## src/rtl/blackparrot_fpga_host_mmio_arb_if.sv

```systemverilog
// Bundle of requester-side and host-MMIO-side signals around the arbiter.
// The master modport is the arbiter's view. The slave modport is the view of
// the requesters and host buffers around it.
interface blackparrot_fpga_host_mmio_arb_if #(
  parameter int num_req_p = 2
);
  // requester request side
  logic [num_req_p-1:0]    req_v_i;
  logic [num_req_p-1:0]    req_w_i;
  logic [num_req_p*32-1:0] req_addr_i;
  logic [num_req_p*32-1:0] req_data_i;
  logic [num_req_p-1:0]    req_yumi_o;
  // requester response side
  logic [num_req_p-1:0]    resp_v_o;
  logic [num_req_p-1:0]    resp_w_o;
  logic [num_req_p*32-1:0] resp_data_o;
  logic [num_req_p-1:0]    resp_ready_and_i;
  // host MMIO request FIFO
  logic                    mmio_req_v_o;
  logic [31:0]             mmio_req_data_o;
  logic                    mmio_req_ready_and_i;
  // host MMIO response FIFO head
  logic                    mmio_resp_v_i;
  logic [31:0]             mmio_resp_data_i;
  logic                    mmio_resp_yumi_o;

  modport master (
    input  req_v_i, req_w_i, req_addr_i, req_data_i, resp_ready_and_i,
           mmio_req_ready_and_i, mmio_resp_v_i, mmio_resp_data_i,
    output req_yumi_o, resp_v_o, resp_w_o, resp_data_o,
           mmio_req_v_o, mmio_req_data_o, mmio_resp_yumi_o
  );

  modport slave (
    output req_v_i, req_w_i, req_addr_i, req_data_i, resp_ready_and_i,
           mmio_req_ready_and_i, mmio_resp_v_i, mmio_resp_data_i,
    input  req_yumi_o, resp_v_o, resp_w_o, resp_data_o,
           mmio_req_v_o, mmio_req_data_o, mmio_resp_yumi_o
  );
endinterface

```

## src/rtl/blackparrot_fpga_host_mmio_arb.sv

```systemverilog
// Round-robin arbiter sharing the 32b host MMIO request/response channel
// between num_req_p requesters. Each grant is sent as an address beat then a
// data beat. Read responses return in grant order through a small order FIFO.
// Writes are acknowledged locally.
// Optional macro BP_FPGA_HOST_MMIO_ARB_TIMEOUT_EN adds a read-response timeout
// that answers 32'hDEADBEEF and discards the late host response.
module blackparrot_fpga_host_mmio_arb #(
  parameter int num_req_p        = 2,
  parameter int timeout_cycles_p = 2**20
) (
  input  logic                           s_axi_aclk,
  input  logic                           s_axi_aresetn,
  blackparrot_fpga_host_mmio_arb_if.master bus,
  output logic [$clog2(num_req_p+1)-1:0] outstanding_o,
  output logic                           timeout_o
);
  localparam int id_w  = $clog2(num_req_p);
  localparam int cnt_w = $clog2(num_req_p+1);

  typedef enum logic [1:0] {e_arb, e_addr, e_data} state_e;

  state_e               state_q, state_d;
  logic [id_w-1:0]      grant_q, grant_d;
  logic [id_w-1:0]      rr_ptr_q, rr_ptr_d;
  logic [num_req_p-1:0] busy_q, busy_d;
  logic [num_req_p-1:0] wack_q, wack_d;

  // Order FIFO: one entry per outstanding read, holding the requester id.
  logic [id_w-1:0]      ord_mem [num_req_p];
  logic [id_w-1:0]      ord_wr_q, ord_wr_d;
  logic [id_w-1:0]      ord_rd_q, ord_rd_d;
  logic [cnt_w-1:0]     ord_cnt_q, ord_cnt_d;
  logic [id_w-1:0]      head;

  logic [num_req_p-1:0] eligible;
  logic [num_req_p-1:0] resp_hs;
  logic                 arb_found;
  logic [id_w-1:0]      arb_idx;
  logic [id_w-1:0]      cand;
  logic                 data_hs;
  logic                 push;
  logic                 pop;

`ifdef BP_FPGA_HOST_MMIO_ARB_TIMEOUT_EN
  localparam int          tmr_w           = $clog2(timeout_cycles_p+1);
  localparam logic [31:0] timeout_data_lp = 32'hDEADBEEF;
  logic [tmr_w-1:0] timer_q, timer_d;
  logic [15:0]      drop_cnt_q, drop_cnt_d;
  logic             timeout_q, timeout_d;
  logic             to_fire;
  logic             timer_hit;
`endif

  // Circular increment for ids and FIFO pointers, also for non power-of-two counts.
  function automatic logic [id_w-1:0] ptr_inc(input logic [id_w-1:0] p);
    if (p == id_w'(num_req_p - 1)) return '0;
    else                           return p + 1'b1;
  endfunction

  assign eligible      = bus.req_v_i & ~busy_q;
  assign head          = ord_mem[ord_rd_q];
  assign resp_hs       = bus.resp_v_o & bus.resp_ready_and_i;
  assign outstanding_o = ord_cnt_q;

  // Round-robin search starting one past the last grant, with wrap-around.
  always_comb begin
    arb_found = 1'b0;
    arb_idx   = '0;
    cand      = rr_ptr_q;
    for (int i = 0; i < num_req_p; i++) begin
      cand = ptr_inc(cand);
      if (!arb_found && eligible[cand]) begin
        arb_found = 1'b1;
        arb_idx   = cand;
      end
    end
  end

  // FSM state register.
  always_ff @(posedge s_axi_aclk or negedge s_axi_aresetn) begin
    if (!s_axi_aresetn) state_q <= e_arb;
    else                state_q <= state_d;
  end

  // FSM next state: arbitrate, then one address beat, then one data beat.
  always_comb begin
    state_d = state_q;
    case (state_q)
      e_arb:   if (arb_found)                state_d = e_addr;
      e_addr:  if (bus.mmio_req_ready_and_i) state_d = e_data;
      e_data:  if (bus.mmio_req_ready_and_i) state_d = e_arb;
      default:                               state_d = e_arb;
    endcase
  end

  // FSM outputs: drive the beat for the held grant and consume the request on the data beat.
  always_comb begin
    bus.mmio_req_v_o    = 1'b0;
    bus.mmio_req_data_o = '0;
    bus.req_yumi_o      = '0;
    data_hs             = 1'b0;
    case (state_q)
      e_addr: begin
        bus.mmio_req_v_o    = 1'b1;
        bus.mmio_req_data_o = bus.req_addr_i[32*int'(grant_q) +: 32];
      end
      e_data: begin
        bus.mmio_req_v_o    = 1'b1;
        bus.mmio_req_data_o = bus.req_data_i[32*int'(grant_q) +: 32];
        if (bus.mmio_req_ready_and_i) begin
          bus.req_yumi_o[grant_q] = 1'b1;
          data_hs                 = 1'b1;
        end
      end
      default: ;
    endcase
  end

  assign push = data_hs & ~bus.req_w_i[grant_q];

  // Response routing: local write acks plus the host response steered to the order-FIFO head.
  always_comb begin
    bus.resp_v_o         = wack_q;
    bus.resp_w_o         = wack_q;
    bus.resp_data_o      = '0;
    bus.mmio_resp_yumi_o = 1'b0;
    pop                  = 1'b0;
`ifdef BP_FPGA_HOST_MMIO_ARB_TIMEOUT_EN
    to_fire = 1'b0;
    // Late responses belonging to timed-out reads are swallowed here.
    if (drop_cnt_q != '0) bus.mmio_resp_yumi_o = bus.mmio_resp_v_i;
    if (ord_cnt_q != '0) begin
      if (timer_hit) begin
        bus.resp_v_o[head]               = 1'b1;
        bus.resp_w_o[head]               = 1'b0;
        bus.resp_data_o[32*int'(head) +: 32] = timeout_data_lp;
        to_fire                          = bus.resp_ready_and_i[head];
        pop                              = to_fire;
      end else if (drop_cnt_q == '0) begin
        bus.resp_v_o[head]               = bus.mmio_resp_v_i;
        bus.resp_w_o[head]               = 1'b0;
        bus.resp_data_o[32*int'(head) +: 32] = bus.mmio_resp_data_i;
        bus.mmio_resp_yumi_o             = bus.mmio_resp_v_i & bus.resp_ready_and_i[head];
        pop                              = bus.mmio_resp_yumi_o;
      end
    end
`else
    if (ord_cnt_q != '0) begin
      bus.resp_v_o[head]               = bus.mmio_resp_v_i;
      bus.resp_w_o[head]               = 1'b0;
      bus.resp_data_o[32*int'(head) +: 32] = bus.mmio_resp_data_i;
      bus.mmio_resp_yumi_o             = bus.mmio_resp_v_i & bus.resp_ready_and_i[head];
      pop                              = bus.mmio_resp_yumi_o;
    end
`endif
  end

  // Control next state: grant pointer, busy/wack bits and order-FIFO bookkeeping.
  always_comb begin
    grant_d  = grant_q;
    rr_ptr_d = rr_ptr_q;
    if (state_q == e_arb && arb_found) begin
      grant_d  = arb_idx;
      rr_ptr_d = arb_idx;
    end
    busy_d = busy_q & ~resp_hs;
    wack_d = wack_q & ~resp_hs;
    if (data_hs) begin
      busy_d[grant_q] = 1'b1;
      if (bus.req_w_i[grant_q]) wack_d[grant_q] = 1'b1;
    end
    ord_wr_d  = push ? ptr_inc(ord_wr_q) : ord_wr_q;
    ord_rd_d  = pop  ? ptr_inc(ord_rd_q) : ord_rd_q;
    ord_cnt_d = ord_cnt_q + cnt_w'(push) - cnt_w'(pop);
  end

  // Control registers.
  always_ff @(posedge s_axi_aclk or negedge s_axi_aresetn) begin
    if (!s_axi_aresetn) begin
      grant_q   <= '0;
      rr_ptr_q  <= id_w'(num_req_p - 1);
      busy_q    <= '0;
      wack_q    <= '0;
      ord_wr_q  <= '0;
      ord_rd_q  <= '0;
      ord_cnt_q <= '0;
    end else begin
      grant_q   <= grant_d;
      rr_ptr_q  <= rr_ptr_d;
      busy_q    <= busy_d;
      wack_q    <= wack_d;
      ord_wr_q  <= ord_wr_d;
      ord_rd_q  <= ord_rd_d;
      ord_cnt_q <= ord_cnt_d;
    end
  end

  // Order-FIFO storage; contents are only meaningful under the count, so no reset.
  always_ff @(posedge s_axi_aclk) begin
    if (push) ord_mem[ord_wr_q] <= grant_q;
  end

`ifdef BP_FPGA_HOST_MMIO_ARB_TIMEOUT_EN
  assign timer_hit = (timer_q == tmr_w'(timeout_cycles_p));
  assign timeout_o = timeout_q;

  // Timeout next state: count while a read waits with no host response, restart on every pop.
  always_comb begin
    timer_d = timer_q;
    if (pop)
      timer_d = '0;
    else if (ord_cnt_q != '0 && !bus.mmio_resp_v_i && !timer_hit)
      timer_d = timer_q + 1'b1;
    drop_cnt_d = drop_cnt_q + 16'(to_fire)
               - 16'(drop_cnt_q != '0 && bus.mmio_resp_v_i);
    timeout_d  = timeout_q | to_fire;
  end

  // Timeout registers.
  always_ff @(posedge s_axi_aclk or negedge s_axi_aresetn) begin
    if (!s_axi_aresetn) begin
      timer_q    <= '0;
      drop_cnt_q <= '0;
      timeout_q  <= 1'b0;
    end else begin
      timer_q    <= timer_d;
      drop_cnt_q <= drop_cnt_d;
      timeout_q  <= timeout_d;
    end
  end
`else
  // Without the timeout feature reads wait forever and the flag never rises.
  logic unused_timeout_cfg;
  assign unused_timeout_cfg = (timeout_cycles_p > 0);
  assign timeout_o          = 1'b0;
`endif

endmodule

```

## src/flat_wrapper.sv

```systemverilog
// flat-port wrapper written by rule: the top's interface ports become plain ports
module blackparrot_fpga_host_mmio_arb_flat 
#(
  parameter int num_req_p        = 2,
  parameter int timeout_cycles_p = 2**20
)
  (s_axi_aclk, s_axi_aresetn, outstanding_o, timeout_o, bus_req_v_i, bus_req_w_i, bus_req_addr_i, bus_req_data_i, bus_resp_ready_and_i, bus_mmio_req_ready_and_i, bus_mmio_resp_v_i, bus_mmio_resp_data_i, bus_req_yumi_o, bus_resp_v_o, bus_resp_w_o, bus_resp_data_o, bus_mmio_req_v_o, bus_mmio_req_data_o, bus_mmio_resp_yumi_o);
  blackparrot_fpga_host_mmio_arb_if #(.num_req_p(num_req_p)) bus_i ();
  input  logic s_axi_aclk;
  input  logic s_axi_aresetn;
  output logic [$clog2(num_req_p+1)-1:0] outstanding_o;
  output logic timeout_o;
  input wire logic [$bits(bus_i.req_v_i)-1:0] bus_req_v_i;
  input wire logic [$bits(bus_i.req_w_i)-1:0] bus_req_w_i;
  input wire logic [$bits(bus_i.req_addr_i)-1:0] bus_req_addr_i;
  input wire logic [$bits(bus_i.req_data_i)-1:0] bus_req_data_i;
  input wire logic [$bits(bus_i.resp_ready_and_i)-1:0] bus_resp_ready_and_i;
  input wire logic [$bits(bus_i.mmio_req_ready_and_i)-1:0] bus_mmio_req_ready_and_i;
  input wire logic [$bits(bus_i.mmio_resp_v_i)-1:0] bus_mmio_resp_v_i;
  input wire logic [$bits(bus_i.mmio_resp_data_i)-1:0] bus_mmio_resp_data_i;
  output wire logic [$bits(bus_i.req_yumi_o)-1:0] bus_req_yumi_o;
  output wire logic [$bits(bus_i.resp_v_o)-1:0] bus_resp_v_o;
  output wire logic [$bits(bus_i.resp_w_o)-1:0] bus_resp_w_o;
  output wire logic [$bits(bus_i.resp_data_o)-1:0] bus_resp_data_o;
  output wire logic [$bits(bus_i.mmio_req_v_o)-1:0] bus_mmio_req_v_o;
  output wire logic [$bits(bus_i.mmio_req_data_o)-1:0] bus_mmio_req_data_o;
  output wire logic [$bits(bus_i.mmio_resp_yumi_o)-1:0] bus_mmio_resp_yumi_o;
  assign bus_i.req_v_i = bus_req_v_i;
  assign bus_i.req_w_i = bus_req_w_i;
  assign bus_i.req_addr_i = bus_req_addr_i;
  assign bus_i.req_data_i = bus_req_data_i;
  assign bus_i.resp_ready_and_i = bus_resp_ready_and_i;
  assign bus_i.mmio_req_ready_and_i = bus_mmio_req_ready_and_i;
  assign bus_i.mmio_resp_v_i = bus_mmio_resp_v_i;
  assign bus_i.mmio_resp_data_i = bus_mmio_resp_data_i;
  assign bus_req_yumi_o = bus_i.req_yumi_o;
  assign bus_resp_v_o = bus_i.resp_v_o;
  assign bus_resp_w_o = bus_i.resp_w_o;
  assign bus_resp_data_o = bus_i.resp_data_o;
  assign bus_mmio_req_v_o = bus_i.mmio_req_v_o;
  assign bus_mmio_req_data_o = bus_i.mmio_req_data_o;
  assign bus_mmio_resp_yumi_o = bus_i.mmio_resp_yumi_o;
  blackparrot_fpga_host_mmio_arb #(.num_req_p(num_req_p), .timeout_cycles_p(timeout_cycles_p)) u_core (.s_axi_aclk(s_axi_aclk), .s_axi_aresetn(s_axi_aresetn), .bus(bus_i), .outstanding_o(outstanding_o), .timeout_o(timeout_o));
endmodule
```

## config.mk

```make
export PLATFORM = sky130hd
export DESIGN_NAME = blackparrot_fpga_host_mmio_arb_flat
export DESIGN_NICKNAME = d
export VERILOG_FILES = /design/src/rtl/blackparrot_fpga_host_mmio_arb_if.sv /design/src/rtl/blackparrot_fpga_host_mmio_arb.sv /design/src/flat_wrapper.sv
export SDC_FILE = /design/constraint.sdc
export NUM_CORES = 1
export LEC_CHECK = 0
export CAP_MARGIN = 10
export CORE_AREA = 2 2 107 109
export DETAILED_ROUTE_END_ITERATION = 8
export DIE_AREA = 0 0 109 111
export GPL_TIMING_DRIVEN = 1
export PLACE_DENSITY = 0.72
export RECOVER_POWER = 50
export SLEW_MARGIN = 20
export SYNTH_ARGS = -nofsm -noshare
export SYNTH_HDL_FRONTEND = slang
export SYNTH_SLANG_ARGS = --single-unit
```

## constraint.sdc

```tcl
create_clock -name s_axi_aclk -period 3.4 [get_ports s_axi_aclk]
set_clock_uncertainty 0.05 [all_clocks]
set_input_delay 0.68 -clock s_axi_aclk [delete_from_list [all_inputs] [get_ports s_axi_aclk]]
set_output_delay 0.68 -clock s_axi_aclk [all_outputs]
set_load 0.02 [all_outputs]
```

**Yosys cells after proc, flatten, opt, wreduce, memory -nomap -nowiden**

Memories as Yosys holds them, arrays and structs flattened.
Index checks and enable logic that the tools add are counted.

- Flip-flop bits (word level): 12
- Memory bits (writable): 2
- Output and inout bits: 107
- Logic and storage cells: 94
- Memories kept: 1

- $add $sub $neg: 7
- Magnitude comparators: 6
- Equality and inequality tests: 5
- Shifts and indexed selects: 4
- Muxes and demuxes: 40
- Bitwise logic cells: 14
- Reduce and logical (&&, ||, !) cells: 9

Memories:

| name | words | width | read ports | clocked after Yosys merged registers in | wr ports | line | text |
|---|---|---|---|---|---|---|---|
| u_core.ord_mem | 2 | 1 | 1 | 0 | 1 | blackparrot_fpga_host_mmio_arb.sv:29 | `logic [id_w-1:0] ord_mem [num_req_p];` |

Operator list:

| cell | number |
|---|---|
| $shiftx 64x7->32 | 2 |
| $and 64x64->64 | 1 |
| $mux 64 | 1 |
| $pmux 32 s2 | 1 |
| $shift 32x33->64 const A | 1 |
| $shiftx 32x33->64 | 1 |
| $neg 6->33 | 1 |
| $mux 1 | 24 |
| $mux 2 | 10 |
| $and 2x2->2 | 5 |
| $lt 1x2->1 const B | 4 |
| $not 2->2 | 3 |
| $pmux 2 s3 | 1 |
| $add 1x1->1 const B | 4 |
| $logic_and 1x1->1 | 4 |
| $ne 2x2->1 const B | 2 |
| $or 2x2->2 | 2 |
| $reduce_and 3->1 | 1 |
| $add 2x1->2 | 1 |
| $and 1x1->1 | 2 |
| $bwmux 2 | 1 |
| $demux 1 s1 | 2 |
| $eq 2x1->1 const B | 1 |
| $eq 2x2->1 const B | 1 |
| other kinds (8) | 9 |

**Longest topological paths before layout**

An unclocked memory read counts as a cell.

- Depth in word-level cells: 13
- Mapped depth: 9
- Mapped depth without buffers: 7

**Worst setup path after synthesis**

No wires, ideal clock.

- Path type: register to output
- Start point: register u_core.state_q[0]
- End point: output bus_mmio_req_data_o[26]
- Arrival time: 1.669 ns
- Data required time: 2.670 ns
- Path slack: 1.001 ns
- Cell stages (with the launch flop): 7
- Cell sequence: dfrtp_1 inv_1 ha_1 buf_6 buf_6 mux4_2 and2_1

- Longest elaborated chain between the ends: 2
- Elaborated cells between the ends (all ways): 3

Ends and longest elaborated chain:

| item | line | text |
|---|---|---|
| start, declared | blackparrot_fpga_host_mmio_arb.sv:22 | `state_e state_q, state_d;` |
| start signal, assigned | blackparrot_fpga_host_mmio_arb.sv:81 | `if (!s_axi_aresetn) state_q <= e_arb;` |
| start signal, assigned | blackparrot_fpga_host_mmio_arb.sv:82 | `else state_q <= state_d;` |
| $eq 2x2->1 or $eq 2x1->1 (tied branches) | blackparrot_fpga_host_mmio_arb.sv:102 | `case (state_q)` |
| $pmux 32 s2 * | blackparrot_fpga_host_mmio_arb.sv:102 |  |
| end, declared | flat_wrapper.sv:26 | `output wire logic [$bits(bus_i.mmio_req_data_o)-1:0] bus_mmio_req_data_o;` |

Every way passes the cells marked *; elsewhere a longest branch is shown, timed or not.

**Worst setup path after layout**

- Start point: register u_core.state_q[0]
- End point: output bus_mmio_req_data_o[31]

The elaborated chain is that of the path after synthesis.

==> out/metrics.yaml <==
status: "complete, no violations"
firstDrtPassIters: 4
tightestPinTransition_ns: 0.777
fill_cells: 1054
reg2reg_to: "u_core.outstanding_o[1]$_DFF_PN0_"
busiest_layer: "met2"
hold_violations: 0
cpMaxStageDelayCell: "mux4_1"
worstRegToRegCells: 8
ys_types: 41
via_per_inst: 4.63
cp_max_fo: 22
dieWidth_um: 109
first_global_vias: 2992
cts_buffers: 3
met2_usage: 0.311
r2r_slack_ns: 1.11
stdcell_area_um2: 5280
drt_iter0_markers: 138
maxCapViolCount: 0
crit_required_ns: 2.67
cp_cell_sequence: "inv_1 -> ha_2 -> buf_12 -> mux4_1 -> and2_1 -> clkdlybuf4s50_1"
yosysTopAreaCell: "mux4_2"
layout_setup_ws_ns: 0.0937
worstHoldPathType: "reg -> reg"
nets: 674
dp_hpwl_um: 9190
crit_path_end_kind: "output port"
cts_hold_buffers: 0
dpl-instance-area_um2: 5230
hp-start: "u_core.ord_wr_q$_DFFE_PN0P_"
r2r_start: "u_core.ord_rd_q$_DFFE_PN0P_"
ios: 277
clock-root-buffer: "clkbuf_16"
grt_setup_unrepaired: "false"
seq_area_frac_synth: 0.152
synth-edff-count: 2
grtUsageMet3: 0.0388
port_buffers: 275
cts_resized: 0
slew_headroom: 0.482
critical_path_buf_inv_count: 3
cts.clk_slew.worst_paths_ns: 0.05
synth_top_area_share: 0.255
grt_antenna_before_repair: 1
async_flop_share: 0.857
gr-usage-met1: 0.186
max_freq_ghz: 0.302
drt-total-wl_um: 11000
p_total_mw: 3.87
grt_first_pass_wirelength_um: 16100
arrival_ns: 2.58
synth_flop_cell: "dfrtp_1"
layout-drive-gt1-share: 0.0948
dieArea_um2: 12100
grt_usage: 0.170
ys_seq_elements: 14
hold_path_depth: 1
synthTopCellsByArea: "mux4_2 (25%), and3_1 (17%), dfrtp_1 (12%)"
core_area_um2: 11100
irDropWorstVdd_uv: 359
p_leak_nw: 2.17
synth-warning-count: 0
final_antenna_net_count: 0
finalCritPeriodShare: 0.972
die_h_um: 111
gr-total-overflow: 0
drc_errors: 0
clock_latency_ns: 0.24
min_to: "u_core.ord_wr_q$_DFFE_PN0P_"
avgSynthCellArea_um2: 10.0
clockBufferDepth: 2
cpPeakStageDelay_ns: 0.57
setup_viol_count_final: 0
gp_congestion: 0.797
post_cts.repair.setup_buffers: 0
initial_core_util: 0.215
cts_htree_levels: 1
start_kind: "flop"
cpLargestDelayFamily: "buffers and inverters"
grt_max_degree: 65
cts.sinks: 14
preCtsSetupSlack_ns: 0.254
routedWlPerCell_um: 17.2
drv_slew: 0
period_needed_ns: 3.31
powerDensity_nw_per_um2: 733
finalSetupTns_ns: 0
synthCells: 238
syn_nets: 415
rows: 39
synth_area_um2: 2380
vias: 2960
critical_path_class: "reg -> out"
cts_tree: "yes"
area_growth_syn_to_layout_pct: 121
==> logic make-up after synthesis <==
group / share of synthesized area
AND/OR/NAND/NOR: 0.320
multiplexers: 0.344
buffers and inverters: 0.0818
flip-flops: 0.152
AO/OA/AOI/OAI: 0.0498
adder cells (fa/ha/maj): 0.0367
XOR/XNOR: 0.0147
other: 0.00157
==> layer usage <==
metal	vias to the layer above	wire length [um]
met1	1375	3960
met4	0	428
met2	144	5600
li1	1413	-
met5	-	0
met3	28	1000
==> report_power, final <==
group	internal (mW)	switching (mW)	leakage, nW	total (mW)
logic	1.72	1.60	1.96	3.33
registers	0.246	0.0696	0.165	0.315
clock network	0.155	0.0667	0.0385	0.222
total	2.13	1.74	2.17	3.87
==> synth_stat cells (4+ instances only) <==
cell and number:
and3_1 65, and2_1 33, mux4_2 27, clkbuf_1 15, dfrtp_1 11, inv_1 9, nor2_1 9, ha_1 7
buf_2 6, mux2_2 5, mux4_1 5, nand2_1 4
==> state kept, by name (all words and copies together) (netlist names) <==
signal and count:
u_core.outstanding_o 2, u_core.ord_rd_q 1, u_core.ord_mem 2, u_core.wack_q 2, u_core.grant_q 1, u_core.busy_q 2, u_core.state_q 2, u_core.rr_ptr_q 1
u_core.ord_wr_q 1
==> metrics by stage <==
stage               instances   util  hold slack, ns
global placement          635  0.472           0.422
global route              640  0.476           0.459
detailed placement        635  0.472           0.427
floorplan                 238      -           0.334
CTS                       639  0.479           0.437
finish                    640  0.476           0.437
==> placed cells by master (no fill, tap or decap), drive strengths merged, types with 3 or more instances in the layout <==
cell type        n
and2            33
ha               7
dlygate4sd3     10
nand2            4
and3            65
mux4            32
buf              6
inv              9
dfrtp           11
mux2             5
clkdlybuf4s50  264
nor2             9
clkbuf           3
==> worst register-to-register path, delay by kind of cell, from the launching register on <==
| kind | cells | cell delay (ns) |
|---|---|---|
| xor+xnor | 2 | 0.26 |
| mux | 2 | 0.65 |
| buf+inv | 2 | 0.39 |
| flops | 1 | 0.42 |
| fa+ha+maj | 2 | 0.44 |
==> layout make-up <==
class | count | area, um2 | share of cell area
sequential | 14 | 362 | 0.0685
clock buffer | 3 | 75.1 | 0.0142
multi-input combinational | 188 | 1800 | 0.341
timing repair buffer | 281 | 2820 | 0.535
clock inverter | 1 | 3.75 | 0.000711
inverter | 9 | 33.8 | 0.00640
antenna | 1 | 2.50 | 0.000474
tap | 143 | 179 | 0.0339
==> how the worst max path moves through the flow <==
stage	startpoint	to	cells past startpoint
detailed placement	bus_mmio_resp_v_i	bus_mmio_resp_yumi_o	4
finish	u_core.state_q[0]$_DFFE_PN0P_	bus_mmio_req_data_o[31]	6
CTS	u_core.state_q[0]$_DFFE_PN0P_	bus_mmio_req_data_o[31]	6
floorplan	u_core.state_q[0]$_DFFE_PN0P_	bus_mmio_req_data_o[26]	6
global placement	bus_mmio_resp_v_i	bus_mmio_resp_yumi_o	4
global route	u_core.state_q[0]$_DFFE_PN0P_	bus_mmio_req_data_o[26]	6
No activity file was read; power rests on OpenSTA's default activity.
==> patch 1, RTL diff (same flow settings) <==
The 3 states of `state_e` get a one-hot encoding in 3 bits.
--- a/src/rtl/blackparrot_fpga_host_mmio_arb.sv
+++ b/src/rtl/blackparrot_fpga_host_mmio_arb.sv
@@ -19,3 +19,3 @@
 
-  typedef enum logic [1:0] {e_arb, e_addr, e_data} state_e;
+  typedef enum logic [2:0] {e_arb = 3'b001, e_addr = 3'b010, e_data = 3'b100} state_e;
 
Check against the original RTL: no difference found for any inputs over 4 cycles, from zero or initial values and one cycle with s_axi_aresetn low; so few cycles prove little.
==> patch 1 against the unedited design <==
Via count grew 2.1%; design area rose by 0.40%; die area did not move; power is 39% lower; setup slack gained 0.033 ns; register-to-register slack worse by 0.12 ns; sequential cell count rose by 1; synthesized area down 3.3%; cell count is 0.47% higher; wire length increased by 2.1%; highest routed layer is now met5.
==> patch 1: results <==
metrics = {
    "run_status": {
        "status": "completed",
    },
    "final_layout": {
        "diodes": 0,
        "nets": 673,
        "layout-drive-gt1-share_pct": 10.2,
        "largest_reg_flops": 3,
    },
    "cts": {
        "clockBufferDepth": 2,
        "clkLatencyLatePin_ns": 0.24,
        "cts_max_level": 1,
        "numCtsBuffers": 3,
    },
    "global_route": {
        "grt_first_pass_wirelength_um": 16400,
        "met2_usage_pct": 31.7,
        "first_global_vias": 3162,
        "global_route.usage.met3_pct": 5.17,
        "track_usage_pct": 17.3,
        "grt_max_degree": 65,
        "gr-usage-met1_pct": 18.3,
    },
    "power": {
        "p_seq_uw": 395,
        "max-vdd-ir-drop_v": 0.000472,
        "finalPower_uw": 2370,
        "p_switching_uw": 1010,
        "p_comb_uw": 1750,
        "p_leak_uw": 0.00240,
    },
    "yosys": {
        "synth_common_cells": "and3_1 (64), nor2b_1 (35), mux4_2 (32), clkbuf_1 (19)",
        "synth_nets": 410,
        "ys_seq_area_share_pct": 16.8,
        "synth-main-ff-cell": "dfrtp_1",
        "async_flop_share_pct": 86.7,
        "ys_types": 41,
        "synth_area_leaders": "mux4_2 (31%), and3_1 (17%), dfrtp_1 (12%), nor2b_1 (9.5%), clkbuf_1 (3.1%)",
    },
    "drt": {
        "wl_met2_um": 5590,
        "maxUsedRoutingLayer": "met5",
        "via_per_inst": 4.70,
        "drc": 0,
        "drt-pass1-iter-count": 4,
        "drt_iter0_markers": 105,
        "wl_met3_um": 1290,
        "routedWlPerCell_um": 17.5,
        "wl_met1_um": 3940,
    },
    "placement": {
        "post-dp-hpwl_um": 9330,
        "postPlaceCellArea_mm2": 0.00516,
        "post-place-ws_ns": 0.251,
        "routabilityCongestion": 0.839,
    },
    "floorplan": {
        "die_w_um": 109,
    },
    "timing": {
        "maxSlewHeadroom_pct": 31.8,
    },
    "setup_path": {
        "cp_max_fo": 16,
        "arrival_ns": 2.54,
        "slowest_delay_ns": 0.59,
        "cp_top_family": "buffers and inverters",
        "cp_slowest_cell": "clkdlybuf4s50_1",
    },
}
[patch 1: changes by cell type after synthesis, sizes merged, moves of 3 or more]
cell    unedited run  this run
nor2b              2        35
a21oi              0         6
o21ai              2         6
and2              33         1
buf               11         6
clkbuf            16        19
ha                 7         2
mux2               5         1
nor2               9         5
[patch 1: metrics by stage]
stage	std cells	hold slack, ns
floorplan	238	0.334
global placement	637	0.427
detailed placement	637	0.462
global route	643	0.484
finish	643	0.459
CTS	641	0.469
[patch 1: cell families (layout without fill, tap and decap cells)]
group / count (synthesis) / after routing / share of synthesized area (%)
flops: 15 / 15 / 16.8
buf+inv: 36 / 298 / 8.30
mux: 36 / 36 / 33.0
simple gates: 118 / 118 / 31.6
xor+xnor: 4 / 4 / 1.52
other cells: 1 / 1 / 0.163
fa+ha+maj: 2 / 2 / 1.08
compound gates: 26 / 26 / 7.54
[patch 1: final cells by class]
cell class	count	area [um^2]
Fill cell	1038	5780
Timing Repair Buffer	283	2870
Multi-Input combinational cell	187	1740
Sequential cell	15	389
Tap cell	143	179
Clock buffer	4	78.8
Inverter	11	41.3
[patch 1: final timing paths]
| check | start | slack, ns | cells past startpoint | to |
|---|---|---|---|---|
| max in group asynchronous | s_axi_aresetn | 2.05 | 1 | u_core.grant_q |
| min reg2reg | u_core.ord_wr_q | 0.46 | 1 | u_core.ord_wr_q |
| max reg2reg | u_core.grant_q | 0.99 | 7 | u_core.outstanding_o[1] |
| max | u_core.state_q[1] | 0.13 | 5 | bus_mmio_req_data_o[6] |
| min in group asynchronous | s_axi_aresetn | 0.83 | 1 | u_core.wack_q[1] |
| min | u_core.ord_wr_q | 0.46 | 1 | u_core.ord_wr_q |
[patch 1: timing repair]
item	CTS	global route
buffers inserted	0	1
pin swaps	0	1
gates resized for setup	1	20
gates cloned	0	1
endpoints found under the setup margin	1	31
==> patch 2, RTL diff (same flow settings) <==
Without the edit above. `num_req_p` is set to 2 in 3 places; all go to 4.
--- a/src/rtl/blackparrot_fpga_host_mmio_arb_if.sv
+++ b/src/rtl/blackparrot_fpga_host_mmio_arb_if.sv
@@ -4,3 +4,3 @@
 interface blackparrot_fpga_host_mmio_arb_if #(
-  parameter int num_req_p = 2
+  parameter int num_req_p = 4
 );
--- a/src/rtl/blackparrot_fpga_host_mmio_arb.sv
+++ b/src/rtl/blackparrot_fpga_host_mmio_arb.sv
@@ -7,3 +7,3 @@
 module blackparrot_fpga_host_mmio_arb #(
-  parameter int num_req_p        = 2,
+  parameter int num_req_p        = 4,
   parameter int timeout_cycles_p = 2**20
--- a/src/flat_wrapper.sv
+++ b/src/flat_wrapper.sv
@@ -3,3 +3,3 @@
 #(
-  parameter int num_req_p        = 2,
+  parameter int num_req_p        = 4,
   parameter int timeout_cycles_p = 2**20
Interface: changed (10 resized); port bits go from 277 to 482. The function was not compared with the original's and may differ.
==> patch 2 against the unedited design <==
The flow now stops in I/O pin placement (3_2_place_iop); synthesized area rose by 97%.
==> patch 2: results <==
metrics = {
    "yosys": {
        "yosys_warnings": 0,
        "yosys.area_share.adder_pct": 5.49,
        "synth_compound_area_share_pct": 5.38,
        "async_flop_share_pct": 72.4,
        "synth_edf_count": 8,
        "synth_nets": 776,
        "ys_types": 50,
        "synth_common_cells": "and2_1 (134), mux4_2 (66), nor2b_1 (36), mux2i_1 (34), clkbuf_1 (20)",
        "synth_xor_area_share_pct": 0.373,
        "yosys-mux-area-fraction_pct": 40.2,
        "synth_area_leaders": "mux4_2 (32%), and2_1 (18%), dfrtp_1 (10%), mux2i_1 (7.2%), edfxtp_1 (5.1%)",
        "synth-main-ff-cell": "dfrtp_1",
        "synth_seq_cells": 29,
        "ys_seq_area_share_pct": 16.4,
        "syn_avg_cell_area_um2": 10.4,
    },
    "run_status": {
        "stop_stage": "I/O pin placement (3_2_place_iop)",
        "status": "aborted with a tool error",
        "error_line": "[ERROR PPL-0024] Number of IO pins (482) exceeds maximum number of available positions (390). Increase the die perimeter from 440.00um to 655.52um.",
    },
}
patch 2: cells by family after synthesis:
group           after synthesis
flops                        29
simple gates                212
other cells                   1
buf+inv                      49
mux                         104
compound gates               35
fa+ha+maj                    20
xor+xnor                      2
